## config.mk

```make
export PLATFORM = sky130hd
export DESIGN_NAME = mtimer_bank
export DESIGN_NICKNAME = d
export VERILOG_FILES = /design/src/rtl/mtimer_bank.sv
export SDC_FILE = /design/constraint.sdc
export NUM_CORES = 1
export LEC_CHECK = 0
export CORE_ASPECT_RATIO = 0.7
export CORE_MARGIN = 8
export CORE_UTILIZATION = 35
export CTS_CLUSTER_DIAMETER = 200
export DETAILED_ROUTE_END_ITERATION = 10
export GPL_TIMING_DRIVEN = 0
export PLACE_DENSITY_LB_ADDON = 0.3
export REMOVE_ABC_BUFFERS = 1
export SETUP_SLACK_MARGIN = 0.4
export SLEW_MARGIN = 0
export SYNTH_ARGS = -nofsm -noshare
export SYNTH_HDL_FRONTEND = slang
export SYNTH_SLANG_ARGS = --single-unit
export TNS_END_PERCENT = 100
```

## constraint.sdc

```tcl
create_clock -name clk -period 6.26 [get_ports clk]
set_input_delay 1.878 -clock clk [delete_from_list [all_inputs] [get_ports clk]]
set_output_delay 1.878 -clock clk [all_outputs]
set_load 0.01 [all_outputs]
```

## src/rtl/mtimer_bank.sv

```systemverilog
// mtimer_bank: CLINT-style machine timer and software interrupt bank for up to 8 harts
module mtimer_bank #(
  parameter int NUM_HARTS = 1,
  parameter logic [31:0] BASE_ADDR = 32'h0200_0000,
  parameter int PRESCALE = 1
) (
  input  logic clk,
  input  logic rst,
  input  logic req_valid_i,
  input  logic req_we_i,
  input  logic [31:0] req_addr_i,
  input  logic [31:0] req_wdata_i,
  input  logic time_en_i,
  output logic hit_o,
  output logic err_o,
  output logic [31:0] rdata_o,
  output logic [NUM_HARTS-1:0] timer_irq_o,
  output logic [NUM_HARTS-1:0] soft_irq_o,
  output logic [63:0] mtime_o
);
  logic [31:0] offset;
  logic [15:0] off;
  logic ok, wr, wr_lo, wr_hi, tick;
  logic [63:0] mtime, mtime_n;
  logic [15:0] pre, pre_n;
  logic [63:0] cmp [NUM_HARTS];
  logic [63:0] cmp_n [NUM_HARTS];
  logic [NUM_HARTS-1:0] msip, msip_n, irq;
  assign offset = req_addr_i - BASE_ADDR;
  assign hit_o = req_valid_i && req_addr_i >= BASE_ADDR && offset[31:16] == 16'h0;
  assign off = offset[15:0];
  assign err_o = hit_o && off[1:0] != 2'b00;
  assign ok = hit_o && !err_o;
  assign wr = ok && req_we_i;
  assign wr_lo = wr && off == 16'hBFF8;
  assign wr_hi = wr && off == 16'hBFFC;
  assign tick = time_en_i && pre == 16'(PRESCALE - 1);
  assign timer_irq_o = irq;
  assign soft_irq_o = msip;
  assign mtime_o = mtime;
  // load data from the pre-edge register values; unmapped or misaligned reads give 0
  always_comb begin
    rdata_o = '0;
    if (ok) begin
      rdata_o = off == 16'hBFF8 ? mtime[31:0] : off == 16'hBFFC ? mtime[63:32] : 32'h0;
      for (int h = 0; h < NUM_HARTS; h++) begin
        if (off[15:14] == 2'b00 && off[13:2] == 12'(h)) rdata_o = {31'b0, msip[h]};
        if (off[15:14] == 2'b01 && off[13:3] == 11'(h)) rdata_o = off[2] ? cmp[h][63:32] : cmp[h][31:0];
      end
    end
  end
  // store decode and timebase: an mtime store beats the increment and restarts the prescaler
  always_comb begin
    msip_n = msip;
    cmp_n = cmp;
    for (int h = 0; h < NUM_HARTS; h++) begin
      if (wr && off[15:14] == 2'b00 && off[13:2] == 12'(h)) msip_n[h] = req_wdata_i[0];
      if (wr && off[15:14] == 2'b01 && off[13:3] == 11'(h) && off[2]) cmp_n[h][63:32] = req_wdata_i;
      if (wr && off[15:14] == 2'b01 && off[13:3] == 11'(h) && !off[2]) cmp_n[h][31:0] = req_wdata_i;
    end
    mtime_n = wr_lo ? {mtime[63:32], req_wdata_i} : wr_hi ? {req_wdata_i, mtime[31:0]} : tick ? mtime + 64'd1 : mtime;
    pre_n = (wr_lo || wr_hi || tick) ? 16'h0 : time_en_i ? pre + 16'd1 : pre;
  end
  // state registers; the interrupt compares the values settled by the previous edge
  always_ff @(posedge clk) begin
    if (rst) begin
      mtime <= '0;
      pre <= '0;
      msip <= '0;
      irq <= '0;
      for (int h = 0; h < NUM_HARTS; h++) cmp[h] <= '1;
    end else begin
      mtime <= mtime_n;
      pre <= pre_n;
      msip <= msip_n;
      for (int h = 0; h < NUM_HARTS; h++) begin
        cmp[h] <= cmp_n[h];
        irq[h] <= mtime >= cmp[h];
      end
    end
  end
endmodule
```

==> flow_metrics.env, run 1 <==
export IMPL_pwr_share_clk_pct=50.4
export IMPL_async_flop_share_pct=0
export IMPL_final_layout_size_suffix_gt1_share_pct=11.1
export IMPL_cp_start_kind="input pin"
export IMPL_clkTransAtPathRegs_ns=0.06
export IMPL_viasPerCell=6.02
export IMPL_power_switching_uw=570
export IMPL_dieHeight_um=156
export IMPL_ys_seq_area_share_pct=29.9
export IMPL_placement_rows=51
export IMPL_cp_arrival_ns=3.93
export IMPL_synthTopCellsByArea="dfxtp_1 (30%), ha_1 (8.7%), o211ai_1 (5.8%)"
export IMPL_io_buffer_count=168
export IMPL_vdd_drop_max_mv=0.158
export IMPL_synth_edf_count=0
export IMPL_antenna_found_initial=0
export IMPL_synth_cell_types=74
export IMPL_antenna_left=0
export IMPL_path_class="input pin to output port"
export IMPL_timing_fmax_ghz=0.172
export IMPL_final_cell_mix="nand2_1 (146), dfxtp_1 (146), clkdlybuf4s50_1 (119)"
export IMPL_die_area_mm2=0.0336
export IMPL_clockBufferDepth=2
export IMPL_setup_ws_ns=0.452
export IMPL_die_w_um=216
export IMPL_root_buffer="clkbuf_16"
export IMPL_fin_crit_sh_pct=92.8
export IMPL_drc_errors=0
export IMPL_yosysTopAreaCellShare_pct=29.9
export IMPL_grt_setup_unrepaired="yes"
export IMPL_ys_ff_latch=146
export IMPL_place_gp_congestion=0.887
export IMPL_hold_viol=0
export IMPL_p_seq_share_pct=41.8
export IMPL_wire_per_inst_um=22.4
export IMPL_holdWs_ns=0.524
export IMPL_outcome="completed"
export IMPL_grt_overflow_total=0
export IMPL_firstDrtPassIters=8
export IMPL_post_dp_cell_area_mm2=0.0118
export IMPL_finalSetupViolCount=0
export IMPL_syn_area_per_cell_um2=7.82
export IMPL_slew_headroom_pct=13.5
export IMPL_post_route_cell_area_mm2=0.0128
export IMPL_grt_pass1_vias=10200
export IMPL_syn2layout_area_growth_pct=30.9
export IMPL_fin_nets=1539
export IMPL_core_mm2=0.0276
export IMPL_synth_cells=1251
export IMPL_crit_required_ns=4.38
export IMPL_cts_sinks=146
export IMPL_ctsHoldBuffers=0
export IMPL_clk_insertion_delay_late_ns=0.45
export IMPL_netSwitchingFraction_pct=25.5
export IMPL_preCtsSetupSlack_ns=-0.946
export IMPL_post_route_min_period_ns=5.81
export IMPL_yosys_area_top_type="dfxtp_1"
export IMPL_worst_setup_path_end_kind="output port"
export IMPL_crit_path_max_fanout=8
export IMPL_grt_max_degree=56
export IMPL_io_pins=169
export IMPL_vias=10800
export IMPL_track_usage_pct=23.1
export IMPL_synth_area_mm2=0.00978
export IMPL_tightest_slew_ns=1.29
export IMPL_nFillCells=2662
export IMPL_power_density_mw_per_mm2=175
export IMPL_synth_flop_cell="dfxtp_1"
export IMPL_maxSlewViolCount=0
export IMPL_start_util_pct=35.4
export IMPL_min_path_type="flop to flop"
export IMPL_dpl_hpwl_um=27600
export IMPL_skew_ns=0.0150
export IMPL_htreeDepth=4
export IMPL_grt_pass1_wl_um=60900
export IMPL_combPwrFrac_pct=7.8
export IMPL_antennaDiodeCount=0
export IMPL_cts_tree="built"
export IMPL_numCtsBuffers=17
export IMPL_drt_total_wl_um=40000
export IMPL_synth_warnings=0
export IMPL_max_cap_violations=0
export IMPL_drt_iter0_markers=1303
export IMPL_internal_power_uw=1670
export IMPL_leakagePower_uw=0.00527
==> worst paths after layout <==
check | startpoint | end | slack [ns] | depth (start not counted)
hold reg to reg | cmp[44] | cmp[44] | 0.52 | 2
hold / removal | cmp[44] | cmp[44] | 0.52 | 2
setup reg to reg | mtime_o[0] | mtime_o[60] | 2.60 | 7
setup / recovery | req_addr_i[3] | rdata_o[8] | 0.45 | 10
==> worst max-delay path: stages <==
cell and delay (ns):
clkdlybuf4s50_1 0.50, nand2_2 0.19, nor3_4 0.07, buf_6 0.12
buf_4 0.13, buf_12 0.12, buf_16 0.14, a222oi_1 0.51
nor2_1 0.09, buf_2 0.16
==> cell usage after synthesis (7+ instances only) <==
cell type  instances
buf_1              7
dfxtp_1          146
nand4_1           62
and2_1            12
a21oi_1           46
a222oi_1          28
clkbuf_1          47
nor4_1            23
nand3_1           41
nand2_1          149
xnor2_1           14
inv_1             80
o21ai_0           62
and3_1            19
buf_2             21
nor3_1            21
or3_1              7
ha_1              68
xor2_1            30
mux2i_1            8
a211oi_1          43
o211ai_1          75
nor2_1           120
and4_1            15
==> layer usage <==
metal  share of wire, %  track usage, %
met1                 45            31.7
met2                 42            33.7
met3                 11            7.09
met4                2.5            7.99
met5                  0               0
==> cell families (layout without fill, tap and decap cells) <==
logic type	Yosys count	after routing	synth area share, %
AND/OR/NAND/NOR	503	505	26.6
multiplexers	9	9	0.934
buffers and inverters	160	322	6.60
XOR/XNOR	44	44	3.94
AO/OA/AOI/OAI	321	321	23.3
flip-flops	146	146	29.9
adder cells (fa/ha/maj)	68	68	8.70
==> through the flow <==
stage,util [%],instances,setup TNS (ns),total power (µW)
CTS,46.0,1781,0,2240
detailed placement,42.7,1720,-24.19,1120
floorplan,-,1172,0,1010
global route,46.3,1786,0,2300
finish,46.3,1786,0,2240
global placement,41.9,1711,-311.12,1120
==> sequential cells by signal (all words and copies together), names as in the netlist <==
signal,count
cmp,64
mtime_o,64
pre,16
soft_irq_o,1
timer_irq_o,1
==> timing repair <==
item	CTS	global route
gates resized for setup	166	23
gates cloned	6	0
buffers inserted	23	4
pin swaps	33	9
setup endpoints to repair	32	40
==> final cells by class <==
cell class	instances	area (µm²)	share of cell area (%)
Timing Repair Buffer	209	2130	16.6
Clock buffer	17	425	3.32
Clock inverter	15	206	1.61
Tap cell	371	464	3.63
Sequential cell	146	2920	22.8
Multi-Input combinational cell	947	6350	49.6
Inverter	81	305	2.38
==> power groups by stage <==
stage	clock network [µW]	registers [µW]	logic [µW]
finish	1130	937	174
global route	1180	937	182
CTS	1130	937	165
detailed placement	0	958	164
global placement	0	958	161
floorplan	0	956	53.0
Power figures use the tool's default switching activity.
==> inputs of run 2 (changes only) <==
- ABC_AREA: default -> 1
==> run 2 against run 1 <==
  * Utilization is 1.9 points lower
  * Flip-flop and latch count unchanged
  * First-iteration DRC count is 3.7% higher
  * Global-route usage is 3.1 points higher
  * Non-clock buffer count down 16
  * Largest power group unchanged
  * Synthesized cell count increased by 54%
  * Fmax increased by 1.3%
  * Clock skew hardly changed
  * Final cell count increased by 40%
==> flow_metrics.env, run 2 <==
export IMPL_outcome="completed"
export IMPL_ys_seq_area_share_pct=25.4
export IMPL_async_flop_share_pct=0
export IMPL_root_buffer="clkbuf_16"
export IMPL_vias=13600
export IMPL_place_gp_congestion=0.966
export IMPL_slew_headroom_pct=24.5
export IMPL_cts_sinks=146
export IMPL_start_util_pct=35.5
export IMPL_die_w_um=233
export IMPL_hold_viol=0
export IMPL_post_route_min_period_ns=5.73
export IMPL_antenna_found_initial=1
export IMPL_grt_setup_unrepaired="yes"
export IMPL_fin_nets=2207
export IMPL_finalSetupViolCount=0
export IMPL_yosys_area_top_type="dfxtp_1"
export IMPL_htreeDepth=4
export IMPL_clkTransAtPathRegs_ns=0.06
export IMPL_cp_start_kind="input pin"
export IMPL_grt_max_degree=52
export IMPL_syn_area_per_cell_um2=5.96
export IMPL_vdd_drop_max_mv=0.137
export IMPL_dpl_cell_count=2459
export IMPL_viasPerCell=5.42
export IMPL_fin_cells=2509
export IMPL_drt_iter0_markers=1351
export IMPL_dpl_hpwl_um=38500
export IMPL_maxSlewViolCount=0
export IMPL_synth_cells=1930
export IMPL_skew_ns=0.0152
export IMPL_synth_area_mm2=0.0115
export IMPL_track_usage_pct=26.2
export IMPL_drt_total_wl_um=52200
export IMPL_core_mm2=0.0323
export IMPL_yosysTopAreaCellShare_pct=25.4
export IMPL_synth_edf_count=0
export IMPL_cp_arrival_ns=3.85
export IMPL_fin_util_pct=44.4
export IMPL_grt_pass1_wl_um=78100
export IMPL_max_cap_violations=0
export IMPL_fin_crit_sh_pct=91.6
export IMPL_grt_overflow_total=0
export IMPL_dieHeight_um=168
export IMPL_power_uw=2160
export IMPL_grt_pass1_vias=12600
export IMPL_synth_flop_cell="dfxtp_1"
export IMPL_yosysMostFrequentCell="nand2_1"
export IMPL_path_class="input pin to output port"
export IMPL_synth_commonest_cells="nand2_1 (545), inv_1 (295), nor2_1 (221), nand3_1 (175), dfxtp_1 (146)"
export IMPL_worst_setup_path_end_kind="output port"
export IMPL_antennaDiodeCount=0
export IMPL_drc_errors=0
export IMPL_wire_per_inst_um=20.8
export IMPL_syn2layout_area_growth_pct=25.1
export IMPL_clockBufferDepth=2
export IMPL_leakagePower_uw=0.00722
export IMPL_io_buffer_count=168
export IMPL_timing_fmax_ghz=0.174
export IMPL_min_path_type="flop to flop"
export IMPL_ctsHoldBuffers=0
export IMPL_tightest_slew_ns=1.13
export IMPL_io_pins=169
export IMPL_antenna_left=0
export IMPL_power_density_mw_per_mm2=150
export IMPL_synth_warnings=0
export IMPL_final_cell_mix="nand2_1 (542), inv_1 (293), nor2_1 (216)"
export IMPL_crit_path_max_fanout=15
export IMPL_synth_cell_types=39
export IMPL_numCtsBuffers=17
export IMPL_firstDrtPassIters=5
export IMPL_ys_ff_latch=146
export IMPL_cts_tree="built"
export IMPL_clk_insertion_delay_late_ns=0.45
export IMPL_die_area_mm2=0.0390
export IMPL_final_layout_size_suffix_gt1_share_pct=5.62
export IMPL_synthTopCellsByArea="dfxtp_1 (25%), nand2_1 (18%), inv_1 (9.6%)"
export IMPL_final_common_cell="nand2_1"
export IMPL_crit_required_ns=4.38
export IMPL_placement_rows=55
## run 2: routing by layer
layer	global-route usage, %	share of wire (%)	up-vias
li1	-	-	6517
met1	39.3	47	6359
met2	38.0	41	661
met3	5.34	10	59
met4	5.35	1.5	2
met5	0	0.019	-
## run 2: worst max-delay path, cell delays in order
cell             delay, ns
clkdlybuf4s50_1       0.44
nor2_4                0.15
inv_2                 0.07
nor2_2                0.10
nand2_2               0.10
nor3_4                0.20
buf_4                 0.18
inv_4                 0.14
o22ai_1               0.17
o21ai_0               0.10
inv_1                 0.06
dlygate4sd2_1         0.26
## run 2: timing repair
action / 4_1_cts / 5_1_grt
setup endpoints to repair: 32 / 32
buffers inserted: 15 / 1
pin swaps: 5 / 1
cloned: 2 / 0
gates resized for setup: 57 / 46
## run 2: kinds of logic (layout without fill, tap and decap cells)
family                     after synthesis  in the layout  synth area share, %
buffers and inverters                  375            526                 12.6
and+or+nand+nor                       1054           1055                 39.2
xor gates and xnor gates                24             24                 1.83
AOI/OAI and AO/OA                      263            263                 13.6
adders and majority gates               68             68                 7.40
DFF                                    146            146                 25.4
## run 2: path summary, 6_finish.rpt
path,depth (start not counted),startpoint,slack [ns],to
worst max-delay path,12,req_addr_i[0],0.53,rdata_o[24]
worst min-delay path,2,cmp[61],0.48,cmp[61]
worst max register to register,11,pre[1],2.71,mtime_o[25]
worst min register to register,2,cmp[61],0.48,cmp[61]
## run 2: cell type report
type | count | area [µm²]
Sequential cell | 146 | 2920
Timing Repair Buffer | 193 | 1950
Tap cell | 427 | 534
Multi-Input combinational cell | 1410 | 7230
Inverter | 301 | 1160
Timing Repair inverter | 1 | 7.51
Fill cell | 3486 | 18000
Clock buffer | 18 | 439
Clock inverter | 13 | 135
## run 2: through the flow
stage | cell area, µm² | hold WS [ns] | worst slack [ns] | setup TNS, ns
2_1_floorplan | 11200 | 0.446 | 0.799 | 0
3_3_place_gp | 13400 | 0.456 | -3.41 | -254.67
3_5_place_dp | 13500 | 0.462 | -1.53 | -36.20
4_1_cts | 14400 | 0.478 | 0.217 | 0
5_1_grt | 14400 | 0.502 | 0.383 | 0
6_report | 14400 | 0.478 | 0.528 | 0
## run 2: power breakdown
part	leakage (µW)	switching (µW)	internal (µW)	total, µW
registers	0.00118	5.39	930	936
logic	0.00576	112	57.6	169
clock network	0.000282	462	595	1060
